`src/rtl/vita49_trig_pkg.sv`:
```
// Shared types and helpers for the VITA49 trigger window scheduler:
// control-word bit positions, FSM states, the queued window record and time compare.
package vita49_trig_pkg;

  localparam int EN      = 0;
  localparam int RST     = 1;
  localparam int SET_ON  = 2;
  localparam int SET_OFF = 3;
  localparam int PASS    = 4;

  localparam int WIN_W = 128;

  typedef enum logic [2:0] {
    IDLE,
    CLEAR,
    LOAD_ON,
    LOAD_OFF,
    ARM,
    ACTIVE
  } sched_state_e;

  typedef struct packed {
    logic [31:0] tsi_on;
    logic [31:0] tsf_on;
    logic [31:0] tsi_off;
    logic [31:0] tsf_off;
  } window_t;

  // True when time a is at or after time b (integer seconds first, then fraction).
  function automatic logic time_ge(input logic [31:0] tsi_a, input logic [63:0] tsf_a,
                                   input logic [31:0] tsi_b, input logic [63:0] tsf_b);
    return (tsi_a > tsi_b) || ((tsi_a == tsi_b) && (tsf_a >= tsf_b));
  endfunction

  function automatic logic [31:0] ctrl_word(input sched_state_e st);
    logic [31:0] w;
    w = '0;
    case (st)
      CLEAR:       w[RST]     = 1'b1;
      LOAD_ON:     w[SET_ON]  = 1'b1;
      LOAD_OFF:    w[SET_OFF] = 1'b1;
      ARM, ACTIVE: w[EN]      = 1'b1;
      default:     w          = '0;
    endcase
    return w;
  endfunction

endpackage

```
`src/rtl/vita49_trig_win_fifo.sv`:
```
// Synchronous window queue; the head is read straight from storage, so a push
// into an empty queue only becomes visible on the following cycle.
module vita49_trig_win_fifo
  import vita49_trig_pkg::*;
#(
  parameter int DEPTH = 8
) (
  input  logic                     clk_i,
  input  logic                     rst_i,
  input  logic                     flush_i,
  input  logic                     push_i,
  input  logic                     pop_i,
  input  logic [WIN_W-1:0]         wdata_i,
  output logic [WIN_W-1:0]         head_o,
  output logic [$clog2(DEPTH):0]   level_o,
  output logic                     full_o,
  output logic                     empty_o
);

  localparam int AW = $clog2(DEPTH);

  window_t         mem_q [DEPTH];
  logic [AW-1:0]   wrPtr_q, rdPtr_q;
  logic [AW:0]     level_q;
  logic            doPush, doPop;

  // Flush wins over anything else in the same cycle, including a push.
  assign doPush  = push_i && !full_o && !flush_i;
  assign doPop   = pop_i && !empty_o && !flush_i;
  assign full_o  = (level_q == (AW+1)'(DEPTH));
  assign empty_o = (level_q == '0);
  assign level_o = level_q;
  assign head_o  = mem_q[rdPtr_q];

  always_ff @(posedge clk_i) begin
    if (rst_i || flush_i) begin
      wrPtr_q <= '0;
      rdPtr_q <= '0;
      level_q <= '0;
    end else begin
      if (doPush) wrPtr_q <= wrPtr_q + AW'(1);
      if (doPop)  rdPtr_q <= rdPtr_q + AW'(1);
      if (doPush && !doPop)      level_q <= level_q + (AW+1)'(1);
      else if (doPop && !doPush) level_q <= level_q - (AW+1)'(1);
    end
  end

  always_ff @(posedge clk_i) begin
    if (doPush) mem_q[wrPtr_q] <= wdata_i;
  end

endmodule

```
`src/rtl/vita49_trig_sched.sv`:
```
// Sequences queued on/off windows into the trigger logic: clear, load on time,
// load off time, arm, then follow trig until the window closes or is found late.
module vita49_trig_sched
  import vita49_trig_pkg::*;
#(
  parameter int DEPTH  = 8,
  parameter int SETTLE = 3
) (
  input  logic                   AXIS_ACLK,
  input  logic                   AXIS_ARESET,
  input  logic                   wr_valid,
  output logic                   wr_ready,
  input  logic [31:0]            wr_tsi_on,
  input  logic [31:0]            wr_tsf_on,
  input  logic [31:0]            wr_tsi_off,
  input  logic [31:0]            wr_tsf_off,
  input  logic                   enable,
  input  logic                   flush,
  input  logic [31:0]            tsi,
  input  logic [63:0]            tsf,
  input  logic                   trig,
  output logic [31:0]            trig_ctrl,
  output logic [31:0]            trig_tsi_up,
  output logic [31:0]            trig_tsf_hi_up,
  output logic [31:0]            trig_tsf_lo_up,
  output logic [$clog2(DEPTH):0] level,
  output logic                   busy,
  output logic                   done_pulse,
  output logic                   late_pulse,
  output logic [31:0]            window_count,
  output logic [15:0]            late_count
);

  localparam int CW = $clog2(SETTLE + 1);

  sched_state_e  state_q, state_d;
  logic [CW-1:0] cnt_q, cnt_d;
  logic [31:0]   ctrl_q, tsiUp_q, tsfLoUp_q, windowCount_q;
  logic [15:0]   lateCount_q;
  window_t       head, wrWin;
  logic          fifoFull, fifoEmpty, pop, doneEvt, lateEvt, headLate, settled;

  assign wrWin = '{tsi_on: wr_tsi_on, tsf_on: wr_tsf_on, tsi_off: wr_tsi_off, tsf_off: wr_tsf_off};

  vita49_trig_win_fifo #(.DEPTH(DEPTH)) u_fifo (
    .clk_i   (AXIS_ACLK),
    .rst_i   (AXIS_ARESET),
    .flush_i (flush),
    .push_i  (wr_valid && wr_ready),
    .pop_i   (pop),
    .wdata_i (wrWin),
    .head_o  (head),
    .level_o (level),
    .full_o  (fifoFull),
    .empty_o (fifoEmpty)
  );

  assign headLate = !fifoEmpty && time_ge(tsi, tsf, head.tsi_off, {32'h0, head.tsf_off});
  assign settled  = (cnt_q == CW'(SETTLE - 1));

  always_comb begin
    state_d = state_q;
    cnt_d   = '0;
    pop     = 1'b0;
    doneEvt = 1'b0;
    lateEvt = 1'b0;
    case (state_q)
      IDLE: begin
        if (enable && !fifoEmpty) begin
          if (headLate) begin
            pop     = 1'b1;
            lateEvt = 1'b1;
          end else begin
            state_d = CLEAR;
          end
        end
      end
      CLEAR: begin
        cnt_d = cnt_q + CW'(1);
        if (settled) begin
          cnt_d   = '0;
          state_d = fifoEmpty ? IDLE : LOAD_ON;
        end
      end
      LOAD_ON: begin
        cnt_d = cnt_q + CW'(1);
        if (settled) begin
          cnt_d   = '0;
          state_d = LOAD_OFF;
        end
      end
      LOAD_OFF: begin
        cnt_d = cnt_q + CW'(1);
        if (settled) begin
          cnt_d   = '0;
          state_d = ARM;
        end
      end
      // A window whose on time is not before its off time never fires and leaves here as late.
      ARM: begin
        if (trig) begin
          state_d = ACTIVE;
        end else if (headLate) begin
          pop     = 1'b1;
          lateEvt = 1'b1;
          state_d = IDLE;
        end
      end
      ACTIVE: begin
        if (!trig) begin
          pop     = 1'b1;
          doneEvt = 1'b1;
          state_d = IDLE;
        end
      end
      default: state_d = IDLE;
    endcase
    if (flush) begin
      state_d = CLEAR;
      cnt_d   = '0;
      pop     = 1'b0;
      doneEvt = 1'b0;
      lateEvt = 1'b0;
    end
  end

  // Control word and trigger times follow the registered state one cycle later.
  always_ff @(posedge AXIS_ACLK) begin
    if (AXIS_ARESET) begin
      state_q       <= IDLE;
      cnt_q         <= '0;
      ctrl_q        <= '0;
      tsiUp_q       <= '0;
      tsfLoUp_q     <= '0;
      windowCount_q <= '0;
      lateCount_q   <= '0;
    end else begin
      state_q <= state_d;
      cnt_q   <= cnt_d;
      ctrl_q  <= ctrl_word(state_q);
      if (state_q == LOAD_ON) begin
        tsiUp_q   <= head.tsi_on;
        tsfLoUp_q <= head.tsf_on;
      end else if (state_q == LOAD_OFF) begin
        tsiUp_q   <= head.tsi_off;
        tsfLoUp_q <= head.tsf_off;
      end
      if (doneEvt && (windowCount_q != '1)) windowCount_q <= windowCount_q + 32'd1;
      if (lateEvt && (lateCount_q != '1))   lateCount_q   <= lateCount_q + 16'd1;
    end
  end

  assign wr_ready       = !fifoFull;
  assign trig_ctrl      = ctrl_q;
  assign trig_tsi_up    = tsiUp_q;
  assign trig_tsf_hi_up = '0;
  assign trig_tsf_lo_up = tsfLoUp_q;
  assign busy           = (state_q != IDLE);
  assign done_pulse     = doneEvt;
  assign late_pulse     = lateEvt;
  assign window_count   = windowCount_q;
  assign late_count     = lateCount_q;

endmodule

```
`config.mk`:
```
export PLATFORM = sky130hd
export DESIGN_NAME = vita49_trig_sched
export DESIGN_NICKNAME = d
export VERILOG_FILES = /design/src/rtl/vita49_trig_pkg.sv /design/src/rtl/vita49_trig_win_fifo.sv /design/src/rtl/vita49_trig_sched.sv
export SDC_FILE = /design/constraint.sdc
export NUM_CORES = 1
export LEC_CHECK = 0
export ABC_CLOCK_PERIOD_IN_PS = 12430
export BUFFER_PORTS_ARGS = -buffer_cell sky130_fd_sc_hd__buf_4
export CAP_MARGIN = 20
export CORE_ASPECT_RATIO = 0.6
export CORE_MARGIN = 10
export CORE_UTILIZATION = 50
export CTS_CLUSTER_DIAMETER = 30
export DETAILED_ROUTE_END_ITERATION = 10
export PLACE_DENSITY_LB_ADDON = 0.3
export SLEW_MARGIN = 25
export SYNTH_ARGS = -nofsm -noshare
export SYNTH_HDL_FRONTEND = slang
export SYNTH_SLANG_ARGS = --single-unit
```
`constraint.sdc`:
```
create_clock -name AXIS_ACLK -period 12.43 [get_ports AXIS_ACLK]
set_input_delay 1.243 -clock AXIS_ACLK [delete_from_list [all_inputs] [get_ports AXIS_ACLK]]
set_output_delay 1.243 -clock AXIS_ACLK [all_outputs]
set_load 0.02 [all_outputs]
```
## Yosys cells after proc, flatten, opt, wreduce, memory -nomap -nowiden

Memory sizes are Yosys's and may differ from the RTL's. A register that Yosys moved wholly into a read port is not among the register bits.
Index checks and enable logic that the tools add are counted.

- Bits in registers: 159
- Bits in writable memories: 1024
- Bits of input ports: 230
- Output and inout bits: 184
- Word-level logic and storage cells: 112
- Memories kept: 1

Memory list:

| memory | depth | width | rd ports | clocked after memory_dff | wr ports | RTL line | RTL |
|---|---|---|---|---|---|---|---|
| u_fifo.mem_q | 8 | 128 | 1 | 1 | 1 | vita49_trig_win_fifo.sv:22 | `window_t mem_q [DEPTH];` |

- Add/subtract/negate cells: 7
- Magnitude comparators: 2
- Equality and inequality tests: 24
- Muxes and demuxes: 35
- Bitwise gates (word level): 1
- Reduce and logical (&&, ||, !) cells: 30

Operators by type and width:

| operator | count |
|---|---|
| two-way mux 32 bit | 4 |
| greater-or-equal comparator 64 x 32 -> 1 bit | 1 |
| adder 32 x 1 -> 32 bit (second input constant) | 1 |
| equality test 32 bit | 1 |
| > comparator 32 bit | 1 |
| inequality test 32 bit (second input constant) | 1 |
| two-way mux 3 bit | 10 |
| inequality test 3 bit (second input constant) | 7 |
| one-hot mux 3 bit (6 select lines) | 1 |
| adder 16 x 1 -> 16 bit (second input constant) | 1 |
| inequality test 16 bit (second input constant) | 1 |
| two-way mux 1 bit | 15 |
| AND reduction 7 bit | 2 |
| logical AND 1 bit | 12 |
| inequality test 2 bit (second input constant) | 6 |
| two-way mux 4 bit | 2 |
| adder 3 x 1 -> 3 bit (second input constant) | 2 |
| equality test 3 x 2 -> 1 bit (second input constant) | 2 |
| equality test 3 bit (second input constant) | 2 |
| zero test 1 bit | 5 |
| adder 4 x 1 -> 4 bit (second input constant) | 1 |
| equality test 4 bit (second input constant) | 1 |
| zero test 4 bit | 1 |
| inequality test 4 bit (second input constant) | 1 |
| 15 further kinds | 18 |

## Logic depth before layout (Yosys ltp)

Gate-level depths: netlist (run 1).

- Depth in word-level cells: 13
- Depth in mapped cells: 23
- Mapped depth without buffers: 18

## Hierarchy

Synthesis (run 1) repeated with hierarchy kept, for this count alone.

- Cells, all modules: 2450
- Area total of the unflattened synthesis: 47230.3 um^2

By module, submodules not included:

| module | times used | cells an instance | area an instance (um^2) | seq. area each (um^2) |
|---|---|---|---|---|
| vita49_trig_win_fifo | 1 | 1554 | 39570.5 | 31009.7 |
| vita49_trig_sched | 1 | 896 | 7659.8 | 2422.3 |

## Worst setup path after synthesis (run 1)

OpenSTA, ideal clock, no wires.

- Path kind: input -> register
- Start point: in wr_valid
- End point: mem u_fifo.mem_q[0][0] (netlist bit), enable pin
- Setup time: 0.772 ns
- Arrival: 10.347 ns
- Data required time: 11.658 ns
- Path slack: 1.310 ns
- Stages on the path: 3
- Path buffers: 0
- Path through: nand2_1 or3_1 nor3_1

- Word-level cells in the longest chain between the ends: 5

Ends and longest elaborated chain:

| item | RTL line | RTL |
|---|---|---|
| start: declaration | vita49_trig_sched.sv:11 | `input logic wr_valid,` |
| logical AND 1 bit | vita49_trig_sched.sv:49 | `.push_i (wr_valid && wr_ready),` |
| logical AND 1 bit (2 in a row) | vita49_trig_win_fifo.sv:28 | `assign doPush = push_i && !full_o && !flush_i;` |
| two-way mux 1 bit | vita49_trig_win_fifo.sv:49 | `if (doPush) mem_q[wrPtr_q] <= wdata_i;` |
| two-way mux 1 bit (implied by the code) | vita49_trig_win_fifo.sv:49 |  |
| end: declaration | vita49_trig_win_fifo.sv:22 |  |

No other way between the ends.

==> results.cfg, run 1 <==
[synthesis]
yosysSeqAreaShare_pct = 72.2
synth-simple-area-share_pct = 4.61
async_flop_share_pct = 0
synthMuxAreaShare_pct = 14.3
syn-cell-area_mm2 = 0.0463
synth.avg_cell_area_um2 = 18.5
synth_compound_area_share_pct = 4.03
yosysUniqueCellTypes = 64
ys_seq_elements = 1158
synth-warning-count = 0
synth_cells = 2503
synth-xor-area-share_pct = 0.587
synthAdderAreaFrac_pct = 1.99
synth_top_family_by_area = multiplexers
synth_edf_count = 1024
ys_dominant_reg_cell = edfxtp_1

[critical_path]
critical_path_cell_count = 14
crit_type = reg -> out
reg2regPathDepth = 22
slowest_delay_ns = 0.67
path_delay_family = buffers and inverters
crit_arrival_ns = 6.47
cp.required_ns = 11.19
crit_chain = buf_16 > buf_4 > buf_4 > mux4_2 > mux2i_1 > ha_1 > nand4_1 > nor4_1 > buf_4 > o311a_1 > o2111ai_2 > nor2_4 > nor2_1 > buf_4
crit_top_cell = buf_4
crit_fanout = 39
crit_path_start_kind = flop
slowest_stage = buf_4
cp-end-kind = output pin
path_buf_inv = 5

[placement]
pre_cts_slack_ns = 4.88
dp_hpwl_mm = 69.3
port_buffers = 353
gp_congestion = 0.825

[floorplanning]
ioPinCount = 414
die_area_mm2 = 0.106
core_mm2 = 0.0918
row_count = 86
die_x_um = 413
die_h_um = 256
initial_core_util_pct = 50.4

[pwr]
swShare_pct = 21.7
seq_power_share_pct = 47.5
powerDensity_mw_per_mm2 = 162
power.switching_mw = 1.95
power_frac_clock_pct = 49.2
p_leak_nw = 18.3
ir_drop_mv = 0.142
internal_power_mw = 7.06
pwr-share-comb_pct = 3.3

[cells_and_area]
layout.nets = 3214
syn2layout_area_growth_pct = 20.0
drive_above_1_share_pct = 31.1

[min_path]
hold_depth = 1
hp-class = reg -> reg

[timing]
finalHoldViolCount = 0
tightest_slew_ns = 1.21
slew_viol_final = 0
setup_viol = 0
skew_ns = 0.0264
fin_crit_ns = 7.72
fin_tns_setup_ns = 0
grt_setup_unrepaired = no
timing.final.ws_setup_ns = 4.71
finalCritPeriodShare_pct = 62.1
maxSlewHeadroom_pct = 19.4
max_freq_ghz = 0.130

[cts]
clock_path_buffers = 3
numClockSinks = 1158
holdBufCountCts = 0
root_buffer = clkbuf_16
cts_tree = yes
post_cts_buffers = 0
cts-buffers-inserted = 155
clk_latency_ns = 0.77
path_clk_slew_ns = 0.05
htree_levels = 4
cts_resized = 0

[detailed_routing]
viasPerCell = 5.89
num_vias = 25200
drcViolationCount = 0
ant_nets = 0
drt_pre_antenna_iters = 6
wl_mm = 118
routedWlPerCell_um = 27.4
drtIter0Drc = 2141

[global_route]
track_usage_pct = 22.0
grt_first_pass_wirelength_mm = 173
grt_overflow = 0
grt_max_degree = 129
grt_pass1_vias = 25900
antenna_found_initial = 25

[job]
max_cap_viol_count = 0

[run_status]
status = finished clean
[power groups by stage]
stage | combinational, mW | clock [mW] | sequential, mW
detailed placement | 0.299 | 0 | 4.36
global route | 0.328 | 4.68 | 4.28
CTS | 0.301 | 4.51 | 4.28
finish | 0.302 | 4.43 | 4.28
global placement | 0.287 | 0 | 4.36
floorplan | 0.156 | 0 | 4.36
[area by class of cell]
class,instances,area [um2]
timing repair buffer,385,3090
sequential,1158,33400
multi-input combinational,1197,12100
clock buffer,170,4030
clock inverter,116,1220
fill,6481,36300
antenna,13,32.5
tap,1232,1540
inverter,14,52.6
[registers in the layout (all words and copies together) (netlist names), named ones only]
signal          cells
cnt_q               2
late_count         16
state_q             3
trig_ctrl           4
trig_tsf_lo_up     32
trig_tsi_up        32
u_fifo.level_o      4
u_fifo.mem_q     1024
u_fifo.rdPtr_q      3
u_fifo.wrPtr_q      3
window_count       32
[stage by stage]
stage          hold slack, ns  instances  total power [mW]  cell area, um2  utilization (%)
5_1_grt                 0.449       4283              9.29           55500             60.5
2_1_floorplan           0.391       2562              4.52           46500                -
6_report                0.424       4285              9.01           55500             60.5
3_3_place_gp            0.399       3982              4.65           50100             54.6
4_1_cts                 0.424       4269              9.09           55400             60.4
3_5_place_dp            0.417       3983              4.66           50100             54.6
[cell usage after synthesis, types with 3 or more instances]
cell	n	area, um2
nand3_1	24	120
mux2_2	12	135
a21oi_1	106	531
or3_1	11	68.8
clkbuf_1	90	338
dfxtp_1	134	2680
mux2i_1	70	701
nor2_1	138	518
xor2_1	22	193
o21ai_0	21	105
a211oi_1	127	953
xnor2_1	9	78.8
a22oi_1	4	30.0
and2_1	3	18.8
and4_1	4	35.0
ha_1	72	901
nor3b_1	3	22.5
nand4_1	29	181
and3_1	7	43.8
inv_1	14	52.6
or4_1	8	60.1
nand2_1	41	154
nand2b_1	10	62.6
nor4_1	18	113
mux4_2	256	5770
nor2b_1	76	475
buf_1	13	48.8
o31ai_1	4	30.0
buf_4	61	458
nor3_1	22	110
o211ai_1	4	30.0
edfxtp_1	1024	30700
buf_2	28	140
[cell usage in the layout, fill, tap and decap left out, types with 24 or more instances in the layout]
cell type,Yosys,layout
a211oi_1,127,127
a21oi_1,106,106
buf_4,61,371
clkbuf_16,0,158
conb_1,1,60
dfxtp_1,134,130
edfxtp_1,1024,1024
ha_1,72,72
mux2i_1,70,70
mux4_2,256,256
nand2_1,41,41
nand3_1,24,24
nand4_1,29,29
nor2_1,138,132
nor2b_1,76,76
[final timing paths]
| kind | from | endpoint | slack, ns |
|---|---|---|---|
| setup / recovery | flop | late_pulse | 4.71 |
| hold / removal | cnt_q[0] | cnt_q[0] | 0.42 |
| setup reg to reg | flop | u_fifo.level_o[3] | 5.21 |
| hold reg to reg | cnt_q[0] | cnt_q[0] | 0.42 |
[kinds of logic after synthesis]
| logic type | Yosys count |
|---|---|
| xor gates and xnor gates | 31 |
| AOI/OAI and AO/OA | 286 |
| DFF | 1158 |
| adders and majority gates | 73 |
| other | 1 |
| and+or+nand+nor | 409 |
| muxes | 338 |
| buffers and inverters | 207 |
[metal layers]
metal / GRT usage (%) / up-vias / share of wire, %
met2: 34.2 / 873 / 49
li1: - / 10900 / -
met3: 5.70 / 186 / 6.9
met1: 29.6 / 13200 / 42
met5: 0 / - / 0.093
met4: 8.60 / 18 / 2.7
[worst register-to-register path, stage by stage, from the launching register on]
cell and delay (ns):
dfxtp_4 0.62, buf_16 0.30, buf_4 0.70, buf_4 0.71, mux4_2 0.60, mux2i_1 0.24
ha_1 0.17, nand4_1 0.17, nor4_1 0.37, buf_4 0.25, o311a_1 0.34, o2111ai_2 0.43
nor2_4 0.50, nor2_1 0.12, nor2_1 0.15, ha_1 0.20, inv_1 0.10, ha_1 0.28
a21o_1 0.17, a21oi_1 0.17, xnor2_1 0.10, or3_1 0.31, a21oi_1 0.15
(Power assumes the default switching activity.)
==> run 2, diff against run 1 <==
- ABC_CLOCK_PERIOD_IN_PS: 12430 -> 6200
- clock period: 12.43 -> 6.2 ns (I/O delays scaled with it)
==> run 2 against run 1 <==
Effect of this change: combinational power is 100% higher; clock skew is 0.0053 ns higher; register-to-register slack worse by 4.6 ns; flip-flop and latch count stayed put; worst hold slack worse by 0.33 ns; global-route usage is 0.21 points higher; clock-buffer cell count is 14 higher.
==> results.cfg, run 2 (synthesis gave the netlist of run 1 again) <==
[run_status]
status = finished clean

[global_route]
grt_overflow = 0
grt_max_degree = 121
antenna_found_initial = 20
grt_first_pass_wirelength_mm = 175
track_usage_pct = 22.2
grt_pass1_vias = 26200

[critical_path]
crit_path_start_kind = flop
crit_fanout = 31
cp-end-kind = output pin
crit_top_cell = buf_4
path_buf_inv = 5
cp.required_ns = 5.58
slowest_stage = mux4_2
crit_arrival_ns = 5.00
crit_type = reg -> out
slowest_delay_ns = 0.53
path_delay_family = buffers and inverters
crit_chain = buf_12 > buf_12 > mux4_2 > mux2i_1 > ha_1 > nand4_1 > nor4_1 > buf_4 > o311a_1 > o2111ai_2 > nor2_4 > nor2_1 > buf_4 > buf_4

[cts]
cts-buffers-inserted = 157
root_buffer = clkbuf_16
holdBufCountCts = 0
cts_resized = 0
htree_levels = 4
clock_path_buffers = 3
cts_tree = yes
numClockSinks = 1158
clk_latency_ns = 0.76
post_cts_buffers = 0
path_clk_slew_ns = 0.06

[timing]
grt_setup_unrepaired = no
holdWs_ns = 0.0913
max_freq_ghz = 0.178
finalHoldViolCount = 0
finalCritPeriodShare_pct = 90.6
fin_crit_ns = 5.62
slew_viol_final = 0
maxSlewHeadroom_pct = 33.1
skew_ns = 0.0318
tightest_slew_ns = 1.00
setup_viol = 0

[detailed_routing]
drcViolationCount = 0
wl_mm = 118
viasPerCell = 5.89
num_vias = 25400
routedWlPerCell_um = 27.4
ant_nets = 0
drtIter0Drc = 2348
drt_pre_antenna_iters = 5

[cells_and_area]
mostFrequentLayoutCells = edfxtp_1, buf_4, mux4_2, clkbuf_16, nor2_1
layout.nets = 3245
final_common_cell = edfxtp_1
post-route-cell-area_mm2 = 0.0561
fin_cells = 4316
drive_above_1_share_pct = 31.9
largest_reg_flops = 1024
regMostFlops = u_fifo.mem_q
syn2layout_area_growth_pct = 21.2

[placement]
gp_congestion = 0.806
port_buffers = 353
numPlacedInstances = 4015
dp_hpwl_mm = 71.1
place_area_mm2 = 0.0505

[job]
max_cap_viol_count = 0

[floorplanning]
die_area_mm2 = 0.106
initial_core_util_pct = 50.4
core_mm2 = 0.0918
die_x_um = 413
ioPinCount = 414
row_count = 86
die_h_um = 256

[min_path]
hp-class = in -> reg

[pwr]
swShare_pct = 21.1
power_frac_clock_pct = 50.5
internal_power_mw = 14.7
design_power_total_mw = 18.6
power.switching_mw = 3.92
ir_drop_mv = 0.283
seq_power_share_pct = 46.2
pwr-share-comb_pct = 3.3
powerDensity_mw_per_mm2 = 331
p_leak_nw = 18.5
-- run 2: cell count changes in the layout (fill, tap and decap cells not counted), moves of 5 or more --
cell | previous run | this run
clkinv_4 | 18 | 13
buf_4 | 371 | 397
bufinv_16 | 14 | 22
buf_12 | 9 | 16
clkinv_1 | 15 | 8
clkbuf_16 | 158 | 163
clkbuf_1 | 9 | 15
clkinv_2 | 20 | 14
-- run 2: area by class of cell --
| class | count | area, um2 |
|---|---|---|
| clock inverters | 107 | 1350 |
| multi-input cells | 1197 | 12100 |
| fillers | 6440 | 35700 |
| clock buffers | 184 | 4220 |
| repair buffers | 414 | 3330 |
| well taps | 1232 | 1540 |
| diodes | 10 | 25.0 |
| inverters | 14 | 52.6 |
| flip-flops and latches | 1158 | 33400 |
-- run 2: worst paths after layout --
path | from | end | slack, ns | depth (start not counted)
worst max-delay path | flop | late_pulse | 0.58 | 14
worst min-delay path | wr_tsi_off[18] | u_fifo.mem_q[2][50] | 0.09 | 1
worst max register to register | flop | u_fifo.level_o[3] | 0.59 | 21
worst min register to register | cnt_q[0] | cnt_q[0] | 0.41 | 1
-- run 2: metal layers --
metal | GRT usage (%) | wire [um]
met4 | 7.10 | 3040
met1 | 30.0 | 48200
met3 | 5.55 | 9510
met2 | 35.3 | 57300
met5 | 0 | 96
-- run 2: stage by stage --
stage          TNS [ns]  setup WS [ns]  utilization, %
2_1_floorplan  -1003.71          -1.14               -
3_3_place_gp          0          0.502            55.0
3_5_place_dp          0          0.517            55.0
4_1_cts               0          0.359            61.1
5_1_grt               0          0.212            61.1
6_report              0          0.581            61.1
-- run 2: power by group through the flow --
stage	Clock [mW]	Combinational, mW	Sequential, mW
floorplan	0	0.313	8.73
global placement	0	0.570	8.75
detailed placement	0	0.611	8.73
CTS	9.54	0.614	8.57
global route	9.89	0.670	8.57
finish	9.38	0.614	8.57
-- run 2: worst reg2reg max path, delay by kind of cell, from the launching register on --
family,cells,cell delay [ns]
AO/OA/AOI/OAI,5,1.17
AND/OR/NAND/NOR,6,1.42
XOR/XNOR,1,0.10
adder cells (fa/ha/maj),3,0.70
flip-flops,1,0.44
multiplexers,2,0.85
buffers and inverters,4,0.87
